`src/rtl/exec_stage_pkg.sv`:
```
// Shared widths and load/store size codes for the KCP53K execute stage.
package exec_stage_pkg;
   localparam int XLEN = 64;
   localparam int REGW = 5;
   localparam int XRSW = 3;

   typedef enum logic [XRSW-1:0] {
      XRS_NONE = 3'd0,
      XRS_S8   = 3'd1,
      XRS_S16  = 3'd2,
      XRS_S32  = 3'd3,
      XRS_S64  = 3'd4,
      XRS_U8   = 3'd5,
      XRS_U16  = 3'd6,
      XRS_U32  = 3'd7
   } xrs_rwe_e;
endpackage

```
`src/rtl/exec_stage_alu.sv`:
```
// Combinational ALU: every unit evaluates in parallel, enables gate an OR-merge.
module exec_alu
   import exec_stage_pkg::*;
(
   input  logic [XLEN-1:0] inpa,
   input  logic [XLEN-1:0] inpb,
   input  logic            invb,
   input  logic            cflag,
   input  logic            lsh_en,
   input  logic            rsh_en,
   input  logic            ltu_en,
   input  logic            lts_en,
   input  logic            sum_en,
   input  logic            and_en,
   input  logic            xor_en,
   output logic [XLEN-1:0] result
);
   logic [5:0]      amt;
   logic [XLEN-1:0] b_eff;
   logic [XLEN-1:0] sum;
   logic [XLEN-1:0] lsh;
   logic [XLEN-1:0] rsh;
   logic [XLEN-1:0] ltu;
   logic [XLEN-1:0] lts;

   assign amt   = inpb[5:0];
   assign b_eff = invb ? ~inpb : inpb;
   assign sum   = inpa + b_eff + {{(XLEN-1){1'b0}}, cflag};
   assign lsh   = inpa << amt;
   // cflag doubles as the arithmetic/logical selector for right shifts
   assign rsh   = cflag ? $unsigned($signed(inpa) >>> amt) : (inpa >> amt);
   assign ltu   = {{(XLEN-1){1'b0}}, (inpa < inpb)};
   assign lts   = {{(XLEN-1){1'b0}}, ($signed(inpa) < $signed(inpb))};

   assign result = ({XLEN{sum_en}} & sum)
                 | ({XLEN{and_en}} & (inpa & inpb))
                 | ({XLEN{xor_en}} & (inpa ^ inpb))
                 | ({XLEN{lsh_en}} & lsh)
                 | ({XLEN{rsh_en}} & rsh)
                 | ({XLEN{ltu_en}} & ltu)
                 | ({XLEN{lts_en}} & lts);
endmodule

```
`src/rtl/exec_stage.sv`:
```
// Execute stage: ALU plus the single pipeline register toward the memory stage.
module exec_stage
   import exec_stage_pkg::*;
(
   input  logic            clk_i,
   input  logic            reset_i,
   input  logic [XLEN-1:0] inpa_i,
   input  logic [XLEN-1:0] inpb_i,
   input  logic            invB_i,
   input  logic            cflag_i,
   input  logic            lsh_en_i,
   input  logic            rsh_en_i,
   input  logic            ltu_en_i,
   input  logic            lts_en_i,
   input  logic            sum_en_i,
   input  logic            and_en_i,
   input  logic            xor_en_i,
   input  logic [REGW-1:0] rd_i,
   input  logic            we_i,
   input  logic            nomem_i,
   input  logic            mem_i,
   input  logic [XLEN-1:0] dat_i,
   input  logic [XRSW-1:0] xrs_rwe_i,
   input  logic            busy_i,
   output logic [REGW-1:0] rd_o,
   output logic [XLEN-1:0] addr_o,
   output logic            we_o,
   output logic            nomem_o,
   output logic            mem_o,
   output logic [XLEN-1:0] dat_o,
   output logic [XRSW-1:0] xrs_rwe_o
);
   logic [XLEN-1:0] result;

   exec_alu u_alu (
      .inpa   (inpa_i),
      .inpb   (inpb_i),
      .invb   (invB_i),
      .cflag  (cflag_i),
      .lsh_en (lsh_en_i),
      .rsh_en (rsh_en_i),
      .ltu_en (ltu_en_i),
      .lts_en (lts_en_i),
      .sum_en (sum_en_i),
      .and_en (and_en_i),
      .xor_en (xor_en_i),
      .result (result)
   );

   // Stall freezes the whole register; upstream holds its operands meanwhile.
   always_ff @(posedge clk_i or negedge reset_i) begin
      if (!reset_i) begin
         rd_o      <= '0;
         addr_o    <= '0;
         we_o      <= 1'b0;
         nomem_o   <= 1'b0;
         mem_o     <= 1'b0;
         dat_o     <= '0;
         xrs_rwe_o <= '0;
      end else if (!busy_i) begin
         rd_o      <= rd_i;
         addr_o    <= result;
         we_o      <= we_i;
         nomem_o   <= nomem_i;
         mem_o     <= mem_i;
         dat_o     <= dat_i;
         xrs_rwe_o <= xrs_rwe_i;
      end
   end
endmodule

```
`config.mk`:
```
export PLATFORM = sky130hd
export DESIGN_NAME = exec_stage
export DESIGN_NICKNAME = d
export VERILOG_FILES = /design/src/rtl/exec_stage_pkg.sv /design/src/rtl/exec_stage_alu.sv /design/src/rtl/exec_stage.sv
export SDC_FILE = /design/constraint.sdc
export NUM_CORES = 1
export LEC_CHECK = 0
export BUFFER_PORTS_ARGS = -buffer_cell sky130_fd_sc_hd__clkbuf_2
export CAP_MARGIN = 20
export CORE_ASPECT_RATIO = 0.8
export CORE_MARGIN = 2
export CORE_UTILIZATION = 60
export DETAILED_ROUTE_END_ITERATION = 6
export PLACE_DENSITY_LB_ADDON = 0.1
export SKIP_CTS_REPAIR_TIMING = 1
export SYNTH_ARGS = -nofsm -noshare
export SYNTH_HDL_FRONTEND = slang
export SYNTH_SLANG_ARGS = --single-unit
```
`constraint.sdc`:
```
create_clock -name clk_i -period 1.3 [get_ports clk_i]
set_input_delay 0 -clock clk_i [delete_from_list [all_inputs] [get_ports clk_i]]
set_output_delay 0 -clock clk_i [all_outputs]
set_load 0.005 [all_outputs]
```
==> results of run 1 <==
-- stage by stage --
stage	area (µm²)	hold slack (ns)	util, %
after detailed placement	29800	-0.0941	83.2
after floorplan	22400	-0.296	-
after global placement	29800	-0.0990	83.2
after CTS	30400	-0.569	84.7
-- per-layer routing --
layer,GRT overflow,GRT usage (%)
met5,29,66.4
met4,491,105
met3,80,84.1
met2,1264,115
met1,93,90.6
-- cells by family after synthesis --
| family | count (synthesis) | share of synthesized area, % |
|---|---|---|
| compound gates | 812 | 23.8 |
| simple gates | 747 | 14.8 |
| buf+inv | 349 | 6.61 |
| mux | 339 | 23.1 |
| fa+ha+maj | 193 | 11.1 |
| flops | 139 | 16.0 |
| xor+xnor | 113 | 4.54 |
-- Yosys cell counts (18+ instances only) --
master,n
buf_1,34
a211oi_1,23
o21bai_1,28
nor2_1,372
nand3_1,26
dfrtp_1,139
a21oi_1,274
mux2_2,100
o21ai_0,151
xor2_1,82
a21o_1,45
nand4_1,42
mux2i_1,116
ha_1,191
mux4_2,122
a31oi_1,18
o21ai_1,22
xnor2_1,31
nand2_1,184
clkbuf_1,134
a2bb2oi_1,23
buf_2,26
a221oi_1,36
inv_1,134
nor3_1,43
o21a_1,20
o221ai_1,18
o211ai_1,27
o22ai_1,18
==> impl_metrics.toml, run 1 <==
[yosys]
synth_seq_cells = 139
ys_warn_count = 0
synth_area_mm2 = 0.0218
yosysTopAreaCell = "dfrtp_1"
synth_seq_area_share_pct = 16.0
synth_top_cell_area_share_pct = 16.0
synth_area_per_cell_um2 = 8.10
synth.distinct_cells = 79
synthCells = 2692
synth_area_leaders = "dfrtp_1, mux4_2, ha_1"
syn_nets = 3100
ys_async_sr_fraction_pct = 100
synth_edf_count = 0
synth_ff_type = "dfrtp_1"

[place]
gp_congestion = 1.33
pre_cts_slack_ns = -2.05
dp_hpwl_mm = 86.1
dp.cells = 4113
io_buffers = 353

[outcome]
error = "[ERROR GRT-0232] Routing congestion too high. Check the congestion heatmap in the GUI."
haltStage = "global routing"
outcome = "aborted with a tool error"

[clock_network]
cts_root_buf = "clkbuf_16"
h-tree-depth = 4
clock_sinks = 139
cts_buffers = 17
cts_buffer_depth = 2

[floorplan]
io_pins = 354
std_cell_rows = 62
die_w_um = 217
initial_core_util_pct = 60.8
die-height_um = 174

[global_route]
grt_use_total_pct = 97.3
grt-ovfl-total = 1957
grt_max_degree = 110

[sta]
crit_endpoint = "addr_o[54]$_DFFE_PN0N_/D"
worstEndpointType = "sequential cell input"
==> inputs of run 2 (changes only) <==
Settings changed: CORE_ASPECT_RATIO 0.8 to default, CORE_UTILIZATION 60 to 40, PLACE_DENSITY_LB_ADDON 0.1 to 0.15.
==> impl_metrics.toml, run 2 <==
[finish]
fin_util_pct = 68.2
area_growth_pct = 68.4
layout_commonest_cell = "buf_4"
fin_nets = 4434
layout_common_cells = "buf_4, clkbuf_2, nor2_1"
fillerInstances = 4370
largestRegisters = "addr_o: 64 flops, dat_o: 64 flops, rd_o: 5 flops"
drive_gt1_share_pct = 51.9

[yosys]
ys_top_cells_by_count = "nor2_1, a21oi_1, ha_1"
synth_area_leaders = "dfrtp_1, mux4_2, ha_1"
ys_async_sr_fraction_pct = 100
yosysTopAreaCell = "dfrtp_1"
synth_seq_cells = 139
synth_top_cell_area_share_pct = 16.0
synth.distinct_cells = 79
synth_edf_count = 0
synth_seq_area_share_pct = 16.0
synth_area_mm2 = 0.0218
synthCells = 2692
yosysMostFrequentCell = "nor2_1"
synth_ff_type = "dfrtp_1"
syn_nets = 3100
ys_warn_count = 0
synth_area_per_cell_um2 = 8.10

[global_route]
grt-ovfl-total = 0
grt_pass1_vias = 27500
grt_antenna_before_repair = 5
grt_pass1_wl_mm = 183
grt_use_total_pct = 44.4
grt_max_degree = 83

[drt]
firstDrtPassIters = 7
routed_via_density = 6.28
drc = 3
postRouteAntennaNets = 0
vias = 29700
wl_per_cell_um = 28.7
drt-initial-drc-count = 3957
wl_mm = 136

[floorplan]
die-height_um = 237
die_w_um = 237
initial_core_util_pct = 40.5
io_pins = 354
coreArea_mm2 = 0.0538
die_area_mm2 = 0.0564
std_cell_rows = 85

[sta]
tightest_slew_ns = 0.890
setup_tns_ns = -78.77
setup_viol = 118
hold_viol_final = 0
rsz0062_at_grt = "yes"
slew_viol_final = 0
finalCritPeriodShare_pct = 207
relSlewSlack_pct = 39.9
period_needed_ns = 2.69
fmax_ghz = 0.372
skew_ns = 0
setup_slack_ns = -1.39

[min_path]
min_from = "busy_i"
hp-class = "primary input to flop"

[outcome]
outcome = "complete, but fails checks"
violations = "DRC, setup timing"

[worst_setup_path]
crit_type = "primary input to flop"
r2r_end = "addr_o[57]"
cp_slowest_cell = "o211ai_1"
worst-path-buf-inv = 5
required_ns = 1.71
cp-endpoint = "addr_o[33]"
reg2reg_from = "addr_o[57]"
path_depth = 17
arrival_ns = 3.10
critPathCaptureType = "flop"
cp-startpoint = "invB_i"
crit_fanout = 5
cp_top_family = "compound AO/OA/AOI/OAI gates"
reg2reg_setup_slack_ns = 0.04
cp-start-kind = "primary input"
timing.critical_path.cells = "buf_16 -> buf_4 -> xor2_1 -> ha_1 -> and2_4 -> a221oi_4 -> a21oi_2 -> buf_6 -> nor2_4 -> o311ai_4 -> buf_6 -> buf_6 -> a21boi_4 -> o21ai_2 -> xnor2_2 -> o211ai_1 -> o21a_1"
r2r.worst_path.cells = 4
critPathMostFrequentCell = "buf_6"
max_stage_delay_ns = 0.47

[power_and_ir_drop]
p_leak_uw = 0.0171
power_density_mw_per_mm2 = 836
peakVddDrop_uv = 1050

[clock_network]
cts_buffers = 17
clk_pin_slew_ns = 0.07
cts_root_buf = "clkbuf_16"
clock_sinks = 139
h-tree-depth = 4
cts_buffer_depth = 2
tritoncts = "yes"
clock_latency_ns = 0.48

[place]
io_buffers = 353
gp_congestion = 1.08
dp_hpwl_mm = 106

[job]
drv_cap = 0
-- run 2: layer usage --
| layer | part of all wire (%) | global-route usage, % |
|---|---|---|
| met1 | 38 | 59.6 |
| met5 | 0.010 | 0 |
| met4 | 7.4 | 24.6 |
| met3 | 13 | 11.5 |
| met2 | 42 | 64.8 |
-- run 2: power breakdown --
| group | switching [µW] | internal [µW] |
|---|---|---|
| clock network | 2640 | 2550 |
| logic | 10600 | 9450 |
| registers | 485 | 4940 |
-- run 2: final cells by class --
type / instances / area [µm²] / share of cell area [%]
diodes: 2 / 5.00 / 0.0136
clock buffers: 17 / 425 / 1.16
clock inverters: 15 / 146 / 0.399
inverters: 139 / 554 / 1.51
multi-input cells: 2204 / 19400 / 52.7
flip-flops and latches: 139 / 3480 / 9.48
well taps: 696 / 871 / 2.37
repair buffers: 1525 / 11900 / 32.3
-- run 2: how the worst min path moves through the flow --
stage / end / slack (ns) / depth (start not counted)
global placement: addr_o[15] / -0.1 / 1
floorplan: addr_o[0] / -0.30 / 0
CTS: addr_o[57] / -0.61 / 1
finish: addr_o[35] / 0.03 / 3
detailed placement: addr_o[25] / -0.09 / 1
global route: addr_o[35] / 0.008 / 3
-- run 2: kinds of logic after synthesis --
logic type	after synthesis	share of synthesized area (%)
and+or+nand+nor	747	14.8
adders and majority gates	193	11.1
muxes	339	23.1
AOI/OAI and AO/OA	812	23.8
xor gates and xnor gates	113	4.54
buffers and inverters	349	6.61
DFF	139	16.0
-- run 2: worst min-delay path: stages --
cell	delay (ns)
buf_6	0.15
buf_4	0.19
a21oi_2	0.11
-- run 2: stage by stage --
stage | area, µm² | hold WS (ns) | std cells | power (µW) | setup slack [ns]
5_1_grt | 36700 | 0.00787 | 4735 | 31600 | -1.48
6_report | 36700 | 0.0271 | 4737 | 30700 | -1.39
4_1_cts | 32300 | -0.607 | 4559 | 27300 | -1.86
2_1_floorplan | 22400 | -0.296 | 2692 | 12800 | -1.90
3_5_place_dp | 31700 | -0.0892 | 4527 | 22100 | -2.27
3_3_place_gp | 31700 | -0.0960 | 4527 | 21900 | -2.28
(Power assumes the default switching activity.)
